<file path="src/rtl/pr_ctx_pkg.sv">
// pr_ctx_pkg: sequencer states, transfer directions and parameter defaults for pr_ctx.
package pr_ctx_pkg;
  localparam int PR_W = 16;
  localparam int PR_NREG = 8;
  localparam int PR_NBANK = 2;
  localparam int PR_NFLAG = 9;
  localparam logic CTX_SAVE = 1'b0;
  localparam logic CTX_RESTORE = 1'b1;
  typedef enum logic [1:0] {S_IDLE, S_REQ, S_NEXT, S_DONE} seq_state_e;
endpackage

</file>
<file path="src/rtl/pr_ctx_seq.sv">
// pr_ctx_seq: walks R0..R(NREG-1) of one bank, one memory handshake per register.
module pr_ctx_seq import pr_ctx_pkg::*; #(
  parameter int NREG = PR_NREG,
  parameter int BW = 1,
  localparam int AW = $clog2(NREG)
) (
  input  logic          clk_sys,
  input  logic          rst,
  input  logic          ctx_start,
  input  logic          ctx_dir,
  input  logic [BW-1:0] ctx_bank,
  input  logic          mem_ack,
  output logic          mem_req,
  output logic          busy,
  output logic          done,
  output logic          ld_en,
  output logic [AW-1:0] idx,
  output logic [BW-1:0] bank
);
  seq_state_e state_q, state_d;
  logic [AW-1:0] idx_q, idx_d;
  logic [BW-1:0] bank_q, bank_d;
  logic dir_q, dir_d;
  always_ff @(posedge clk_sys) begin
    if (rst) begin
      state_q <= S_IDLE;
      idx_q <= '0;
      bank_q <= '0;
      dir_q <= CTX_SAVE;
    end else begin
      state_q <= state_d;
      idx_q <= idx_d;
      bank_q <= bank_d;
      dir_q <= dir_d;
    end
  end
  always_comb begin
    state_d = state_q;
    idx_d = idx_q;
    bank_d = bank_q;
    dir_d = dir_q;
    case (state_q)
      S_IDLE: if (ctx_start) begin
        state_d = S_REQ;
        idx_d = '0;
        bank_d = ctx_bank;
        dir_d = ctx_dir;
      end
      S_REQ: state_d = mem_ack ? S_NEXT : S_REQ;
      S_NEXT: begin
        state_d = (idx_q == AW'(NREG - 1)) ? S_DONE : S_REQ;
        idx_d = (idx_q == AW'(NREG - 1)) ? idx_q : idx_q + 1'b1;
      end
      default: state_d = S_IDLE;
    endcase
  end
  always_comb begin
    mem_req = state_q == S_REQ;
    busy = state_q != S_IDLE;
    done = state_q == S_DONE;
    ld_en = mem_req && mem_ack && dir_q == CTX_RESTORE;
    idx = idx_q;
    bank = bank_q;
  end
endmodule

</file>
<file path="src/rtl/pr_ctx.sv">
// pr_ctx: banked register file with MSB-first R0 flags and a context save/restore port.
// Define PR_CTX_SWAP_EN to make rd_swap return the R0 flags shifted right by W/2.
module pr_ctx import pr_ctx_pkg::*; #(
  parameter int W = PR_W,
  parameter int NREG = PR_NREG,
  parameter int NBANK = PR_NBANK,
  parameter int NFLAG = PR_NFLAG,
  localparam int AW = $clog2(NREG),
  localparam int BW = (NBANK > 1) ? $clog2(NBANK) : 1
) (
  input  logic             clk_sys,
  input  logic             rst,
  input  logic [BW-1:0]    bank_sel,
  input  logic             wr_en,
  input  logic [AW-1:0]    wr_addr,
  input  logic [W-1:0]     wr_data,
  input  logic [AW-1:0]    rd_addr,
  input  logic             rd_swap,
  output logic [W-1:0]     rd_data,
  input  logic [NFLAG-1:0] flag_we,
  input  logic [NFLAG-1:0] flag_d,
  output logic [NFLAG-1:0] r0_flags,
  input  logic             ctx_start,
  input  logic             ctx_dir,
  input  logic [BW-1:0]    ctx_bank,
  output logic             mem_req,
  input  logic             mem_ack,
  output logic [AW-1:0]    mem_idx,
  output logic [W-1:0]     mem_wdata,
  input  logic [W-1:0]     mem_rdata,
  output logic             busy,
  output logic             done
);
  logic [W-1:0] regs_q [NBANK][NREG];
  logic [W-1:0] regs_d [NBANK][NREG];
  logic [W-1:0] fmask_w, fval_w, rd_raw;
  logic [BW-1:0] bs, xb, seq_bank;
  logic ld_en;
  pr_ctx_seq #(.NREG(NREG), .BW(BW)) u_seq (
    .clk_sys(clk_sys), .rst(rst), .ctx_start(ctx_start), .ctx_dir(ctx_dir),
    .ctx_bank(ctx_bank), .mem_ack(mem_ack), .mem_req(mem_req), .busy(busy),
    .done(done), .ld_en(ld_en), .idx(mem_idx), .bank(seq_bank)
  );
  // A single-bank build still carries a 1-bit bank select; pin it to bank 0.
  assign bs = (NBANK > 1) ? bank_sel : '0;
  assign xb = (NBANK > 1) ? seq_bank : '0;
  assign mem_wdata = regs_q[xb][mem_idx];
  assign rd_raw = regs_q[bs][rd_addr];
  always_comb begin
    fmask_w = '0;
    fval_w = '0;
    r0_flags = '0;
    for (int i = 0; i < NFLAG; i++) begin
      fmask_w[W-1-i] = flag_we[i];
      fval_w[W-1-i] = flag_d[i];
      r0_flags[i] = regs_q[bs][0][W-1-i];
    end
  end
  always_comb begin
    regs_d = regs_q;
    if (ld_en) regs_d[xb][mem_idx] = mem_rdata;
    if (!busy) begin
      if (wr_en) regs_d[bs][wr_addr] = wr_data;
      regs_d[bs][0] = (regs_d[bs][0] & ~fmask_w) | (fval_w & fmask_w);
    end
  end
  always_ff @(posedge clk_sys) begin
    if (rst) regs_q <= '{default: '0};
    else regs_q <= regs_d;
  end
`ifdef PR_CTX_SWAP_EN
  localparam logic [W-1:0] FMASK = ~({W{1'b1}} >> NFLAG);
  assign rd_data = (rd_swap && rd_addr == '0) ? (rd_raw & FMASK) >> (W / 2) : rd_raw;
`else
  logic unused_swap;
  assign unused_swap = rd_swap;
  assign rd_data = rd_raw;
`endif
endmodule

</file>
<file path="config.mk">
export PLATFORM = sky130hd
export DESIGN_NAME = pr_ctx
export DESIGN_NICKNAME = d
export VERILOG_FILES = /design/src/rtl/pr_ctx_pkg.sv /design/src/rtl/pr_ctx_seq.sv /design/src/rtl/pr_ctx.sv
export SDC_FILE = /design/constraint.sdc
export NUM_CORES = 1
export LEC_CHECK = 0
export CORE_ASPECT_RATIO = 1.75
export CORE_UTILIZATION = 45
export CTS_CLUSTER_SIZE = 28
export DETAILED_ROUTE_END_ITERATION = 16
export SETUP_SLACK_MARGIN = 0.5
export SYNTH_ARGS = -nofsm -noshare
export SYNTH_HDL_FRONTEND = slang
export SYNTH_SLANG_ARGS = --single-unit
</file>
<file path="constraint.sdc">
create_clock -name clk_sys -period 3.5 [get_ports clk_sys]
set_input_delay 0.35 -clock clk_sys [delete_from_list [all_inputs] [get_ports clk_sys]]
set_output_delay 0.35 -clock clk_sys [all_outputs]
set_load 0.03 [all_outputs]
</file>
# Word level (Yosys, flattened, before mapping)
# Cells that the tools add are included.
# op_classes
add_sub_neg,1
magnitude_cmp,9
eq_ne,6
muxes,39
bitwise_logic,9
n_reduce_logical,11
# op_table
operator,n
$mux 128,12
$mux 256,4
$bwmux 256,3
$demux 128 s1,3
$bmux 16 s3,2
$demux 16 s3,2
$mux 16,6
$and 16x16->16,2
$not 16->16,1
$or 16x16->16,1
$ge 4x4->1 const B,3
$not 3->4,3
$lt 4x1->1 const B,2
$logic_and 1x1->1,6
$mux 2,3
$mux 3,2
$pmux 2 s3,1
$pmux 3 s2,1
$eq 2x2->1 const B,2
$ge 2x2->1 const B,2
$lt 2x1->1 const B,2
$ne 2x2->1 const B,2
$not 1->2,2
$reduce_bool 2->1,2
other kinds (6),6
# totals
regBits,263
input_bits,65
output_inout_bits,47
wordCells,95

# Logic depth before layout (Yosys ltp)
# depth
ltp_word,19
mapped_depth,8
mapped_depth_nobuf,6

# Cells and area by module
# A second synthesis with hierarchy kept.
# hier_totals
hier_cells,1754
hier_area_um2,16389.5
# by_module_without_submodules
module,n_inst,cells_each,area_per_inst_um2,seq_area_each_um2
pr_ctx,1,1716,16037.9,5124.9
pr_ctx_seq,1,38,351.6,140.1

# Worst setup path before layout
# OpenSTA, ideal clock, no wires.
# synth_path
kind,register to output
from,reg u_seq.idx_q[0] (netlist: u_seq.idx[0])
to,out mem_wdata[11]
arrival_time_ns,2.273
required_time_ns,3.150
slack_ns,0.877
stages_incl_launch_ff,6
n_path_buf,2
cell_sequence,dfxtp_1 > buf_4 > buf_1 > mux4_2 > a22oi_1 > nand2_1
# synth_via
elab_chain_cells,4
# synth_rtl
item,line,rtl
"start, declared",pr_ctx_seq.sv:21,"logic [AW-1:0] idx_q, idx_d;"
"start signal, assigned",pr_ctx_seq.sv:32,idx_q <= idx_d;
$not 3->4 (implied by the code),pr_ctx.sv:47,assign mem_wdata = regs_q[xb][mem_idx];
$bmux 16 s3,pr_ctx.sv:47,
$mux 16 (implied by the code) (2 in a row),pr_ctx.sv:47,
"end, declared",pr_ctx.sv:29,"output logic [W-1:0] mem_wdata,"
# Every way passes these cells. The select of a mux whose other input is x is not followed.

# Final worst setup path
# layout_path
from,in rd_addr[2]
to,out rd_data[7]
# layout_via
elab_chain_cells,4
# layout_rtl
item,line,rtl
"start, declared",pr_ctx.sv:17,"input logic [AW-1:0] rd_addr,"
$not 3->4 (implied by the code),pr_ctx.sv:48,assign rd_raw = regs_q[bs][rd_addr];
$bmux 16 s3,pr_ctx.sv:48,
$mux 16 (implied by the code) (2 in a row),pr_ctx.sv:48,
"end, declared",pr_ctx.sv:19,"output logic [W-1:0] rd_data,"
# Every way passes these cells. The select of a mux whose other input is x is not followed.

==> flow_summary.yaml <==
run_status:
  status: "finished clean"
power:
  finalPower_mw: 7.097
  p_per_area_nw_per_um2: 373.6
  power.combinational.fraction_pct: 14.6
  cell_internal_pwr_mw: 5.070
  net-switching-power_mw: 2.027
  power.share.switching_pct: 28.56
  leakagePower_nw: 6.537
  irDropWorstVdd_v: 0.0003631
  flop_pwr_share_pct: 44.4
  clock_power_share_pct: 41.0
global_route:
  grt_first_pass_wirelength_um: 99100
  grtUsageTotal_pct: 36.34
  grt_pass1_vias: 14780
  grt-ovfl-total: 0
  grt_antenna_before_repair: 7
  grt_max_degree: 98
sta:
  final_max_slew_viol_count: 0
  setup-tns-final_ns: 0
  relSlewSlack_pct: 26.43
  final_period_minus_worst_setup_slack_ns: 2.979
  max_freq_mhz: 335.6
  rsz0062_at_grt: "no"
  final_hold_viol_count: 0
  setup-violations-final: 0
  clock_skew_ns: 0.02261
  period_utilisation_layout_pct: 85.13
  timing_worst_slew_pin_value_ns: 1.100
placement:
  place_area_um2: 17970
  port_buffers: 110
  gp_routability_congestion: 0.9330
  dp_hpwl_um: 43740
synth:
  ys_dominant_reg_cell: "dfxtp_1"
  register_bit_count_reported_by_yosys: 263
  synth_xor_xnor_area_share_pct: 0
  synth_compound_area_share_pct: 18.65
  synth-seq-area-share_pct: 32.14
  ys_async_sr_fraction_pct: 0
  synth_nets: 1831
  main_combinational_cell_family_by_area_after_synthesis: "multiplexers"
  synth-warning-count: 0
  syn-mean-instance-area_um2: 9.285
  syn_area_um2: 16380
  synth.mux.area_fraction_pct: 27.34
  post_synth_and_or_nand_nor_area_fraction_pct: 15.84
  synthDistinctLibCells: 52
  synthCells: 1764
  synth_edf_count: 0
  synth_fa_ha_area_share_pct: 0.1528
setup_path:
  worst_setup_path_type: "in2out"
  critPathMaxFanout: 8
  cp.required_ns: 3.15
  worstSetupStartpointType: "input port"
  r2r.worst_path.cells: 4
  endpoint_kind: "output port"
  cp_data_arrival_time_ns: 2.63
routing:
  routed_antenna_nets: 0
  post-route-drc-count: 0
  detail_route.vias_per_cell: 6.833
  route.detailed.wl_per_inst_um: 29.82
  first_iter_violations: 1675
  detailedRoute.firstPassIterationCount: 6
  route.vias.total: 15570
  detail_route.wirelength_um: 67930
floorplan:
  ioPinCount: 112
  row_count: 92
  floorplan.core_area_um2: 35910
  initial_utilization_pct: 45.61
  die_w_um: 146.2
  die-area_um2: 37200
  floorplan.die.height_um: 254.4
clocking:
  cts_tree: "built"
  cts.clk_slew.worst_paths_ns: 0.07
  worstSkewPairLatency_ns: 0.58
  cts_root_buffer: "clkbuf_16"
  cts-hold-fix-buffers: 0
  clock-sinks: 263
  clockBufferDepth: 3
  h-tree-depth: 1
  tritoncts.num_buffers: 26
layout:
  design_area_um2: 19000
  final_layout_size_suffix_gt1_share_pct: 17.25
  nets: 1850
  flow.area_growth_from_synthesis_pct: 15.98
hold_path:
  hold-path-cell-count: 3
  min_path_type: "in2reg"
job:
  maximum_capacitance_violations: 0
==> flip-flops by register name, indices dropped and copies added, names as in the netlist <==
| register | count |
|---|---|
| u_seq.state_q | 2 |
| u_seq.idx | 3 |
| u_seq.bank | 1 |
| regs_q | 256 |
| u_seq.dir_q | 1 |
==> final timing paths <==
kind | from | endpoint | slack [ns]
setup / recovery | rd_addr[2] | rd_data[7] | 0.52
hold / removal | ctx_bank | u_seq.bank | 0.36
setup reg to reg | u_seq.state_q[0] | regs_q[210] | 0.84
hold reg to reg | regs_q[144] | regs_q[144] | 0.50
==> cell families after synthesis <==
group / count (synthesis)
AO/OA/AOI/OAI: 399
multiplexers: 295
buffers and inverters: 225
AND/OR/NAND/NOR: 580
adder cells (fa/ha/maj): 2
flip-flops: 263
==> cells in the mapped netlist, types with 2 or more instances <==
cell      count  area, um2
a22oi_1      58      435.4
or4_1         2      15.01
o21ai_1       9      45.04
buf_1        25      93.84
a211oi_1    149       1119
nor2_1      256      960.9
o22ai_1      16      100.1
nand2_1     239      897.1
a21boi_0      9      67.56
a311oi_1     90      788.3
and3_1        9      56.30
ha_1          2      25.02
and2_1        5      31.28
a311oi_2      6      90.09
a31oi_1       9      56.30
mux2i_1     165       1652
nor3b_4       2      37.54
o21ai_0      10      50.05
nor3b_2       2      25.02
nor2b_1      10      62.56
nor3_4        7      113.9
clkbuf_1    146      548.0
buf_6         9      101.4
buf_4         3      22.52
dfxtp_1     263       5265
a211oi_2      2      25.02
mux4_2      121       2725
nand4_1       7      43.79
a221oi_1      9      78.83
nand2b_1      7      43.79
nor4bb_1      3      30.03
a21oi_1      21      105.1
a22o_1        9      78.83
nor4b_1       2      17.52
nand3b_1      2      15.01
nor4_4        4      85.08
mux2_2        9      101.4
nand2_2       2      12.51
inv_1        11      41.29
nand3_1      13      65.06
buf_2        30      150.1
==> metrics by stage <==
stage               setup slack [ns]  hold WS [ns]  util, %  std cells
floorplan                     0.8774        0.4621        -       1764
global placement              0.4793        0.4761    50.05       2213
detailed placement            0.5081        0.4870    50.05       2213
CTS                           0.3558        0.3546    52.85       2273
global route                  0.5034        0.3914    52.90       2278
finish                        0.5206        0.3641    52.90       2278
==> worst max-delay path: stages <==
cell and delay (ns):
clkdlybuf4s50_1 0.68, and2_1 0.53, a22oi_1 0.17, nand2_1 0.19, clkdlybuf4s50_1 0.70
==> per-layer routing <==
metal	routed length (um)	vias to the layer above	part of all wire (%)	track usage [%]
met3	5560	275	8.2	5.277
met5	12	-	0.018	0
met4	5288	2	7.8	26.04
met1	24210	7613	36	42.13
li1	-	6671	-	-
met2	32860	1005	48	61.50
==> final cells by class <==
cell class	count	area, um2
antenna	5	12.51
clock buffer	38	765.7
clock inverter	10	88.84
fill	3307	16920
inverter	11	41.29
multi-input combinational	1276	10190
sequential	263	5275
tap	470	588.1
timing repair buffer	205	2031
==> layout by cell type, fill, tap and decap left out, types with 7 or more instances in the layout <==
| cell type | count |
|---|---|
| mux2_2 | 9 |
| a31oi_1 | 9 |
| clkinv_2 | 7 |
| a21oi_1 | 21 |
| a21boi_0 | 9 |
| nand3_1 | 12 |
| a22o_1 | 9 |
| mux2i_1 | 165 |
| a211oi_1 | 149 |
| a311oi_1 | 90 |
| o22ai_1 | 16 |
| mux4_2 | 121 |
| nor2_1 | 256 |
| and3_1 | 9 |
| buf_12 | 19 |
| nor2b_1 | 8 |
| nand2b_1 | 7 |
| inv_1 | 11 |
| buf_4 | 76 |
| nand4_1 | 7 |
| clkbuf_16 | 26 |
| a221oi_1 | 9 |
| nor3_4 | 8 |
| clkbuf_8 | 8 |
| nand2_1 | 239 |
| dfxtp_1 | 259 |
| clkdlybuf4s50_1 | 90 |
| dlygate4sd2_1 | 13 |
| a22oi_1 | 58 |
| o21ai_1 | 9 |
| o21ai_0 | 10 |
==> what timing repair did <==
item,in CTS,in global routing
pin swaps,0,0
endpoints found under the hold margin,0,0
resized for setup,19,5
setup buffers,12,0
endpoints found under the setup margin,16,4
==> power groups by stage <==
stage	Combinational [mW]	Sequential [mW]	Clock [mW]
6_report	1.04	3.15	2.91
5_1_grt	1.08	3.16	3.04
4_1_cts	1.02	3.15	2.92
3_5_place_dp	0.991	3.23	0
2_1_floorplan	0.624	3.18	0
3_3_place_gp	0.984	3.23	0
Note: power is estimated with default switching activity, not from simulation.
